==> src/rtl/mips_ctrl_pkg.sv <==
// mips_ctrl_pkg: shared state, opcode and ALUOp encodings for the multi-cycle MIPS control.
package mips_ctrl_pkg;
    localparam logic [3:0] S_FETCH  = 4'd0;
    localparam logic [3:0] S_DECODE = 4'd1;
    localparam logic [3:0] S_ADDR   = 4'd2;
    localparam logic [3:0] S_MEM_RD = 4'd3;
    localparam logic [3:0] S_WB_MEM = 4'd4;
    localparam logic [3:0] S_MEM_WR = 4'd5;
    localparam logic [3:0] S_EXEC_R = 4'd6;
    localparam logic [3:0] S_WB_R   = 4'd7;
    localparam logic [3:0] S_BRANCH = 4'd8;
    localparam logic [3:0] S_JUMP   = 4'd9;
    localparam logic [3:0] S_EXEC_I = 4'd10;
    localparam logic [3:0] S_WB_I   = 4'd11;

    localparam logic [5:0] OP_RTYPE = 6'b000000;
    localparam logic [5:0] OP_LW    = 6'b100011;
    localparam logic [5:0] OP_SW    = 6'b101011;
    localparam logic [5:0] OP_BEQ   = 6'b000100;
    localparam logic [5:0] OP_J     = 6'b000010;
    localparam logic [5:0] OP_ADDI  = 6'b001000;

    localparam logic [1:0] ALUOP_ADD   = 2'b00;
    localparam logic [1:0] ALUOP_SUB   = 2'b01;
    localparam logic [1:0] ALUOP_FUNCT = 2'b10;

    function automatic logic is_mem_state(logic [3:0] s);
        return s == S_FETCH || s == S_MEM_RD || s == S_MEM_WR;
    endfunction
endpackage

==> src/rtl/mips_mem_wait_timer.sv <==
// mips_mem_wait_timer: counts unanswered memory-wait cycles and flags a timeout.
module mips_mem_wait_timer #(
    parameter int TIMEOUT_CYC = 255
) (
    input  logic i_clk,
    input  logic i_rst,
    input  logic i_clear,
    input  logic i_waiting,
    input  logic i_ready,
    output logic o_timeout
);
    logic [7:0] r_cnt;

    // ready in the final cycle wins, so the timeout is suppressed by it
    assign o_timeout = i_waiting && !i_ready && r_cnt == 8'(TIMEOUT_CYC - 1);

    always_ff @(posedge i_clk or posedge i_rst)
        if (i_rst)
            r_cnt <= '0;
        else if (i_clear || !i_waiting || i_ready || o_timeout)
            r_cnt <= '0;
        else
            r_cnt <= r_cnt + 8'd1;
endmodule

==> src/rtl/mips_mc_control.sv <==
// mips_mc_control: multi-cycle MIPS main control FSM with memory ready/timeout handling.
module mips_mc_control
    import mips_ctrl_pkg::*;
#(
    parameter int TIMEOUT_CYC = 255
) (
    input  logic       clock,
    input  logic       reset,
    input  logic [5:0] opcode,
    input  logic       mem_ready,
    output logic       pc_write,
    output logic       pc_write_cond,
    output logic       i_or_d,
    output logic       mem_read,
    output logic       mem_write,
    output logic       ir_write,
    output logic       mem_to_reg,
    output logic       reg_dst,
    output logic       reg_write,
    output logic       alu_src_a,
    output logic [1:0] alu_src_b,
    output logic [1:0] alu_op,
    output logic [1:0] pc_source,
    output logic       instr_done,
    output logic       illegal_op,
    output logic       mem_err,
    output logic [3:0] state
);
    logic [3:0] r_state;
    logic [3:0] w_next;
    logic       w_timeout;

    mips_mem_wait_timer #(.TIMEOUT_CYC(TIMEOUT_CYC)) u_timer (
        .i_clk    (clock),
        .i_rst    (reset),
        .i_clear  (w_next != r_state),
        .i_waiting(is_mem_state(r_state)),
        .i_ready  (mem_ready),
        .o_timeout(w_timeout)
    );

    always_ff @(posedge clock or posedge reset)
        if (reset)
            r_state <= S_FETCH;
        else
            r_state <= w_next;

    always_comb begin
        w_next = S_FETCH;
        case (r_state)
            S_FETCH:  w_next = mem_ready ? S_DECODE : S_FETCH;
            S_DECODE:
                case (opcode)
                    OP_RTYPE:     w_next = S_EXEC_R;
                    OP_LW, OP_SW: w_next = S_ADDR;
                    OP_BEQ:       w_next = S_BRANCH;
                    OP_J:         w_next = S_JUMP;
                    OP_ADDI:      w_next = S_EXEC_I;
                    default:      w_next = S_FETCH;
                endcase
            S_ADDR:   w_next = (opcode == OP_SW) ? S_MEM_WR : S_MEM_RD;
            S_MEM_RD: w_next = mem_ready ? S_WB_MEM : (w_timeout ? S_FETCH : S_MEM_RD);
            S_MEM_WR: w_next = (mem_ready || w_timeout) ? S_FETCH : S_MEM_WR;
            S_EXEC_R: w_next = S_WB_R;
            S_EXEC_I: w_next = S_WB_I;
            default:  w_next = S_FETCH;
        endcase
    end

    // reset overrides everything so a held reset drives an all-zero interface
    always_comb begin
        pc_write      = 1'b0;
        pc_write_cond = 1'b0;
        i_or_d        = 1'b0;
        mem_read      = 1'b0;
        mem_write     = 1'b0;
        ir_write      = 1'b0;
        mem_to_reg    = 1'b0;
        reg_dst       = 1'b0;
        reg_write     = 1'b0;
        alu_src_a     = 1'b0;
        alu_src_b     = 2'b00;
        alu_op        = ALUOP_ADD;
        pc_source     = 2'b00;
        instr_done    = 1'b0;
        illegal_op    = 1'b0;
        mem_err       = 1'b0;
        state         = 4'd0;
        if (!reset) begin
            state   = r_state;
            mem_err = w_timeout;
            case (r_state)
                S_FETCH: begin
                    mem_read  = 1'b1;
                    alu_src_b = 2'b01;
                    ir_write  = mem_ready;
                    pc_write  = mem_ready;
                end
                S_DECODE: begin
                    alu_src_b  = 2'b11;
                    illegal_op = (w_next == S_FETCH);
                end
                S_ADDR, S_EXEC_I: begin
                    alu_src_a = 1'b1;
                    alu_src_b = 2'b10;
                end
                S_MEM_RD: begin
                    mem_read = 1'b1;
                    i_or_d   = 1'b1;
                end
                S_WB_MEM: begin
                    mem_to_reg = 1'b1;
                    reg_write  = 1'b1;
                    instr_done = 1'b1;
                end
                S_MEM_WR: begin
                    mem_write  = 1'b1;
                    i_or_d     = 1'b1;
                    instr_done = mem_ready;
                end
                S_EXEC_R: begin
                    alu_src_a = 1'b1;
                    alu_op    = ALUOP_FUNCT;
                end
                S_WB_R: begin
                    reg_dst    = 1'b1;
                    reg_write  = 1'b1;
                    instr_done = 1'b1;
                end
                S_BRANCH: begin
                    alu_src_a     = 1'b1;
                    alu_op        = ALUOP_SUB;
                    pc_write_cond = 1'b1;
                    pc_source     = 2'b01;
                    instr_done    = 1'b1;
                end
                S_JUMP: begin
                    pc_write   = 1'b1;
                    pc_source  = 2'b10;
                    instr_done = 1'b1;
                end
                S_WB_I: begin
                    reg_write  = 1'b1;
                    instr_done = 1'b1;
                end
                default: ;
            endcase
        end
    end
endmodule

==> config.mk <==
export PLATFORM = sky130hd
export DESIGN_NAME = mips_mc_control
export DESIGN_NICKNAME = d
export VERILOG_FILES = /design/src/rtl/mips_ctrl_pkg.sv /design/src/rtl/mips_mem_wait_timer.sv /design/src/rtl/mips_mc_control.sv
export SDC_FILE = /design/constraint.sdc
export NUM_CORES = 1
export LEC_CHECK = 0
export BUFFER_PORTS_ARGS = -buffer_cell sky130_fd_sc_hd__buf_2
export CORE_AREA = 2 2 49 46
export CTS_BUF_LIST = sky130_fd_sc_hd__clkbuf_8
export DETAILED_ROUTE_END_ITERATION = 16
export DIE_AREA = 0 0 51 48
export PLACE_DENSITY = 0.86
export SLEW_MARGIN = 30
export SYNTH_ARGS = -nofsm -noshare
export SYNTH_HDL_FRONTEND = slang
export SYNTH_SLANG_ARGS = --single-unit
export TNS_END_PERCENT = 5
==> constraint.sdc <==
create_clock -name clock -period 2.5 [get_ports clock]
set_input_delay 0.125 -clock clock [delete_from_list [all_inputs] [get_ports clock]]
set_output_delay 0.125 -clock clock [all_outputs]
set_load 0.05 [all_outputs]
Word-level counts from Yosys, hierarchy flattened:

Index checks and enable logic that the tools add are counted.
W data, S select, Z words.

* bits in registers: 12
* word-level logic and storage cells: 81
* output and inout bits: 23

* reduce and logical (&&, ||, !) cells: 20
* eq/ne operators: 18
* add/subtract/negate cells: 1
* mux-type cells: 40

Operator list (count)
* $pmux W4 S7: 1
* $mux W1: 24
* $pmux W4 S5: 1
* $eq A4 B3 Y1 const B: 4
* $eq A4 B4 Y1 const B: 4
* $eq A6 B6 Y1 const B: 2
* $mux W3: 3
* $add A8 B1 Y8 const B: 1
* $eq A4 B2 Y1 const B: 2
* $eq A8 B8 Y1 const B: 1
* $logic_not A4 Y1: 2
* $mux W2: 4
* $mux W8: 1
* $pmux W2 S2: 2
* $reduce_or A2 Y1: 4
* $eq A6 B2 Y1 const B: 1
* $eq A6 B3 Y1 const B: 1
* $eq A6 B4 Y1 const B: 1
* $logic_not A6 Y1: 1
* $logic_or A1 B1 Y1: 6
* $pmux W2 S3: 1
* $reduce_or A5 Y1: 1
* $eq A4 B1 Y1 const B: 1
* $mux W4: 1
* other kinds (6): 9

Logic depth before layout (Yosys ltp):

* depth after elaboration: 13
* gate-level depth with buffers: 6
* depth with buffers taken out: 5

Hierarchy:

A second synthesis with hierarchy kept.

* cell total of the unflattened synthesis: 146
* area total of the unflattened synthesis: 1108.6 um^2

By module, submodules not included
* mips_mc_control: instances 1, area an instance 679.4 um^2, cells an instance 101
* mips_mem_wait_timer: instances 1, area an instance 429.2 um^2, cells an instance 45

Worst setup path after synthesis:

OpenSTA, ideal clock, no wires.

* kind: flip-flop to output port
* start: register r_state[2]
* end: output pc_write
* data required time: 2.375 ns
* arrival time: 3.174 ns
* cell stages (with the launch flop): 5
* path buffers: 1
* path slack: -0.799 ns
* path through: dfrtp_1 > clkbuf_1 > nor4_1 > and3b_1 > or2_2

* longest elaborated chain between the ends: 3
* elaborated cells on any way between the ends: 4
* those cells by class: eq/ne: 1; mux: 2; reduce/logical: 1

RTL lines
* start: declaration: RTL line mips_mc_control.sv:29 `logic [3:0] r_state;`
* start signal: assignment: RTL line mips_mc_control.sv:46 `r_state <= w_next;`
* $eq A4 B4 Y1 or $logic_not A4 Y1 (tied branches): RTL line mips_mc_control.sv:92 `case (r_state)`
* $pmux W1 S2 *: RTL line mips_mc_control.sv:92
* $mux W1 *: RTL line mips_mc_control.sv:89 `if (!reset) begin`
* end: declaration: RTL line mips_mc_control.sv:11 `output logic pc_write,`

Every way passes the cells marked *; elsewhere a longest branch is shown, timed or not.

Final worst setup path:

* start: register r_state[3]
* end: output illegal_op

* longest elaborated chain between the ends: 11
* elaborated cells on any way between the ends: 19
* those cells by class: eq/ne: 6; mux: 6; reduce/logical: 7

RTL lines
* $eq A4 B2 Y1 or $logic_not A4 Y1 (tied branches): RTL line mips_ctrl_pkg.sv:28, mips_mc_control.sv:50
* $logic_or A1 B1 Y1 (2 in a row): RTL line mips_ctrl_pkg.sv:28 `return s == S_FETCH || s == S_MEM_RD || s == S_MEM_WR;`
* $logic_and A1 B1 Y1 (2 in a row): RTL line mips_mem_wait_timer.sv:15 `assign o_timeout = i_waiting && !i_ready && r_cnt == 8'(TIMEOUT_CYC - 1);`
* $mux W2 or $logic_or A1 B1 Y1 (tied branches): RTL line mips_mc_control.sv:62, mips_mc_control.sv:63
* $mux W3, on equally long branches: RTL line mips_mc_control.sv:62, mips_mc_control.sv:63
* $pmux W4 S7: RTL line mips_mc_control.sv:50 `case (r_state)`
* $logic_not A4 Y1: RTL line mips_mc_control.sv:101 `illegal_op = (w_next == S_FETCH);`
* $mux W1 *: RTL line mips_mc_control.sv:92
* $mux W1 *: RTL line mips_mc_control.sv:89
* end: declaration: RTL line mips_mc_control.sv:25 `output logic illegal_op,`

Marks and branches as above.

==> impl_table.tex <==
\begin{tabular}{lr}
\hline
Metric & Value \\
\hline
\multicolumn{2}{l}{\textbf{Run status}} \\
\quad Status & finished clean \\
\multicolumn{2}{l}{\textbf{Worst setup path}} \\
\quad Slowest stage delay, CP & 0.59 ns \\
\quad Top cell family by delay on the critical path & simple AND/OR/NAND/NOR gates \\
\quad Critical path arrival & 2.24 ns \\
\quad Kind of end point of the critical path & output pin \\
\quad Worst R2R Start & r\_state[3] \\
\quad Crit path buf inv count & 1 \\
\quad Worst path required time & 2.38 ns \\
\quad Startpoint of the most critical setup path & r\_state[3] \\
\quad Slowest stage cell on the critical path & or4b\_4 \\
\quad Critical-path maximum fanout & 13 \\
\quad CP Class & register to output pin \\
\quad Critical Path, Cell by Cell & or4b\_4, or3\_4, o22ai\_1, nor4\_2, buf\_2 \\
\quad Setup crit start kind & register \\
\multicolumn{2}{l}{\textbf{Timing}} \\
\quad RSZ-0062 raised after global routing & false \\
\quad Minimum period implied by the final worst setup slack & 2.367 ns \\
\quad Max-Slew Margin vs Limit & 69.48\% \\
\quad Share of the clock period used by the worst path & 94.66\% \\
\quad Fin Setup TNS & 0 ns \\
\quad Slew at the pin closest to its max-slew limit & 0.4568 ns \\
\quad Largest clock skew in the final design & 0.006001 ns \\
\quad Max-slew violation count & 0 \\
\quad Tightest hold margin & 0.08155 ns \\
\quad Number of setup violations in the final report & 0 \\
\quad Final number of hold-violating endpoints & 0 \\
\quad Achievable frequency & 422.6 MHz \\
\multicolumn{2}{l}{\textbf{Synthesis}} \\
\quad Distinct cells, synth & 39 \\
\quad Biggest area contributors in the synthesized netlist & dfrtp\_1 (31\%), nor2\_1 (8.9\%), xor2\_1 (7.2\%) \\
\quad Share of flip-flops with an asynchronous set or reset after synthesis & 100.0\% \\
\quad YS warnings & 0 \\
\quad Synthesized net count & 135 \\
\quad Biggest area consumer among synthesized cells & dfrtp\_1 \\
\quad Area of the mapped netlist & 968.4 µm² \\
\quad Synth top area share & 31.01\% \\
\quad Number of enable-type register cells in the synthesized netlist & 0 \\
\quad Mean post-synth cell area & 7.810 µm² \\
\quad Number of synthesized register bits & 12 \\
\quad Predominant post-synthesis flop cell & dfrtp\_1 \\
\quad Gate count of the mapped netlist & 124 \\
\quad Most used standard cell by instance count after synthesis & nor2\_1 \\
\quad Most instantiated cells after synthesis & nor2\_1 (23), dfrtp\_1 (12), nand2\_1 (9), nor3\_1 (9), xor2\_1 (8) \\
\quad Sequential-to-total area share from yosys stat & 31.01\% \\
\multicolumn{2}{l}{\textbf{Die}} \\
\quad Die footprint & 0.002448 mm² \\
\quad Area of the core region & 0.001896 mm² \\
\quad Initial core utilization & 51.09\% \\
\quad Number of primary I/O pins & 32 \\
\quad Height of the die & 48 µm \\
\quad Core Rows & 15 \\
\quad DIE WIDTH & 51 µm \\
\multicolumn{2}{l}{\textbf{Placed design}} \\
\quad Placer congestion estimate & 0.8712 \\
\quad Number of input and output port buffers inserted & 31 \\
\quad Half-perimeter wire length of the detailed placement result & 1869 µm \\
\quad \# placed instances & 175 \\
\multicolumn{2}{l}{\textbf{Final layout}} \\
\quad \# diodes & 0 \\
\quad Final cell count without fillers & 179 \\
\quad Layout overhead on the synthesized area & 24.16\% \\
\quad Layout Nets & 166 \\
\quad Share of cells above drive strength 1 & 29.87\% \\
\multicolumn{2}{l}{\textbf{Min path}} \\
\quad Class of the most critical hold timing path & input port to asynchronous set/reset pin \\
\multicolumn{2}{l}{\textbf{CTS}} \\
\quad Number of H-tree levels & 1 \\
\quad Clock root buffer & clkbuf\_8 \\
\quad TritonCTS clock tree & built \\
\quad Hold buffer count at CTS & 0 \\
\quad Count of instances resized after the clock tree is built & 0 \\
\quad Worst-skew pair later-pin latency & 0.25 ns \\
\quad TritonCTS sink count & 12 \\
\quad Bufs on Longest Clock Path & 2 \\
\quad Clock-pin slew on the worst setup and hold paths & 0.06 ns \\
\quad TritonCTS buffer count & 3 \\
\quad Post-CTS Setup Repair Bufs & 0 \\
\multicolumn{2}{l}{\textbf{Global routing}} \\
\quad Via count of the first global-routing pass & 914 \\
\quad Routing layer with the top usage in global route & met2 \\
\quad Initial antenna violation count & 0 \\
\quad Global routing usage on met2 & 40.00\% \\
\quad Fraction of met3 tracks used by global routing & 5.938\% \\
\quad Met1 demand-to-capacity share in global routing & 23.55\% \\
\quad Largest net degree at the start of global routing & 19 \\
\quad Combined global-route utilization of all metal layers & 22.05\% \\
\quad Global-route wire length before repair & 3864 µm \\
\quad Residual overflow from global routing & 0 \\
\multicolumn{2}{l}{\textbf{Routing}} \\
\quad Routed WL & 2531 µm \\
\quad Via/cell ratio & 5.765 \\
\quad Average wire length per cell after detail routing & 14.14 µm \\
\quad Total number of vias & 1032 \\
\quad DRC & 0 \\
\quad Number of iterations in the first detailed-routing pass & 4 \\
\quad Iteration-0 DRC count of the detailed router & 28 \\
\quad Detail Route Antenna Nets & 0 \\
\multicolumn{2}{l}{\textbf{Power}} \\
\quad Share of total power in combinational logic & 59.7\% \\
\quad Int Power & 582.1 µW \\
\quad Net switching fraction of the power & 51.20\% \\
\quad Net load switching power & 610.7 µW \\
\quad Share of total power in the clock network & 18.1\% \\
\quad Part of the total power dissipated in sequential elements & 22.3\% \\
\quad Cell Pwr Density & 992.0 mW/mm² \\
\quad Largest vdd supply drop & 532.0 µV \\
\quad Leakage power of the design & 0.6145 nW \\
\multicolumn{2}{l}{\textbf{Job}} \\
\quad Max-cap violations & 0 \\
\hline
\end{tabular}
worst paths after layout:
check | end | slack, ns | depth (start not counted)
setup / recovery | illegal_op | 0.13 | 5
hold / removal | u_timer.r_cnt[5] | 0.08 | 3
setup reg to reg | r_state[2] | 0.40 | 4
hold reg to reg | u_timer.r_cnt[0] | 0.54 | 1
max in group asynchronous | u_timer.r_cnt[3] | 2.26 | 3
min in group clock | r_state[2] | 0.16 | 2
registers in the layout (all words and copies together) (netlist names):
| name | cells |
|---|---|
| r_state | 4 |
| u_timer.r_cnt | 8 |
power groups by stage:
| stage | sequential (mW) | combinational (mW) | clock [mW] |
|---|---|---|---|
| 5_1_grt | 0.273 | 0.768 | 0.228 |
| 4_1_cts | 0.266 | 0.713 | 0.225 |
| 3_3_place_gp | 0.266 | 0.686 | 0 |
| 3_5_place_dp | 0.269 | 0.703 | 0 |
| 6_report | 0.266 | 0.712 | 0.215 |
| 2_1_floorplan | 0.251 | 0.584 | 0 |
worst register-to-register path, stage by stage (launching register included):
cell	delay, ns
dfrtp_1	0.52
or4b_4	0.59
or3_4	0.35
or4_1	0.42
o211ai_2	0.15
routing by layer:
| layer | share of wire, % | vias to the layer above | routed length (µm) |
|---|---|---|---|
| met1 | 41 | 489 | 1027 |
| met3 | 5.9 | 9 | 150 |
| met5 | 0 | - | 0 |
| met2 | 51 | 34 | 1299 |
| met4 | 2.1 | 0 | 54 |
| li1 | - | 500 | - |
cell families after synthesis:
family | share of synthesized area [%]
AO/OA/AOI/OAI | 11.11
multiplexers | 1.034
XOR/XNOR | 9.045
AND/OR/NAND/NOR | 39.27
adder cells (fa/ha/maj) | 2.584
buffers and inverters | 5.943
flip-flops | 31.01
stage by stage:
step	worst slack [ns]	area, µm²	total power [mW]	utilization [%]
4_1_cts	0.1357	1202	1.204	63.43
3_3_place_gp	0.4617	1147	0.9520	60.53
2_1_floorplan	-0.1527	980.9	0.8352	-
6_report	0.1335	1202	1.193	63.43
5_1_grt	0.06905	1202	1.269	63.43
3_5_place_dp	0.4146	1147	0.9726	60.53
layout make-up:
class	count	area (µm²)
flip-flops and latches	12	300.3
repair buffers	34	177.7
well taps	25	31.28
fillers	183	693.2
inverters	4	15.01
clock buffers	4	55.05
multi-input cells	100	623.1
layout by cell type (no fill, tap or decap), types with 2 or more instances in the layout:
cell type,netlist,routed
a21oi_1,2,2
and3_1,4,4
and4_1,2,2
buf_2,1,31
buf_4,1,3
clkbuf_8,0,4
dfrtp_1,12,12
ha_1,2,2
inv_1,4,4
nand2_1,9,9
nand3_1,5,5
nand4_1,3,3
nor2_1,23,23
nor2b_1,4,4
nor3_1,9,9
nor4_1,4,2
nor4_2,0,2
o21ai_0,4,4
or4_1,2,2
xnor2_1,2,2
xor2_1,8,8
Note: power is estimated with default switching activity, not from simulation.
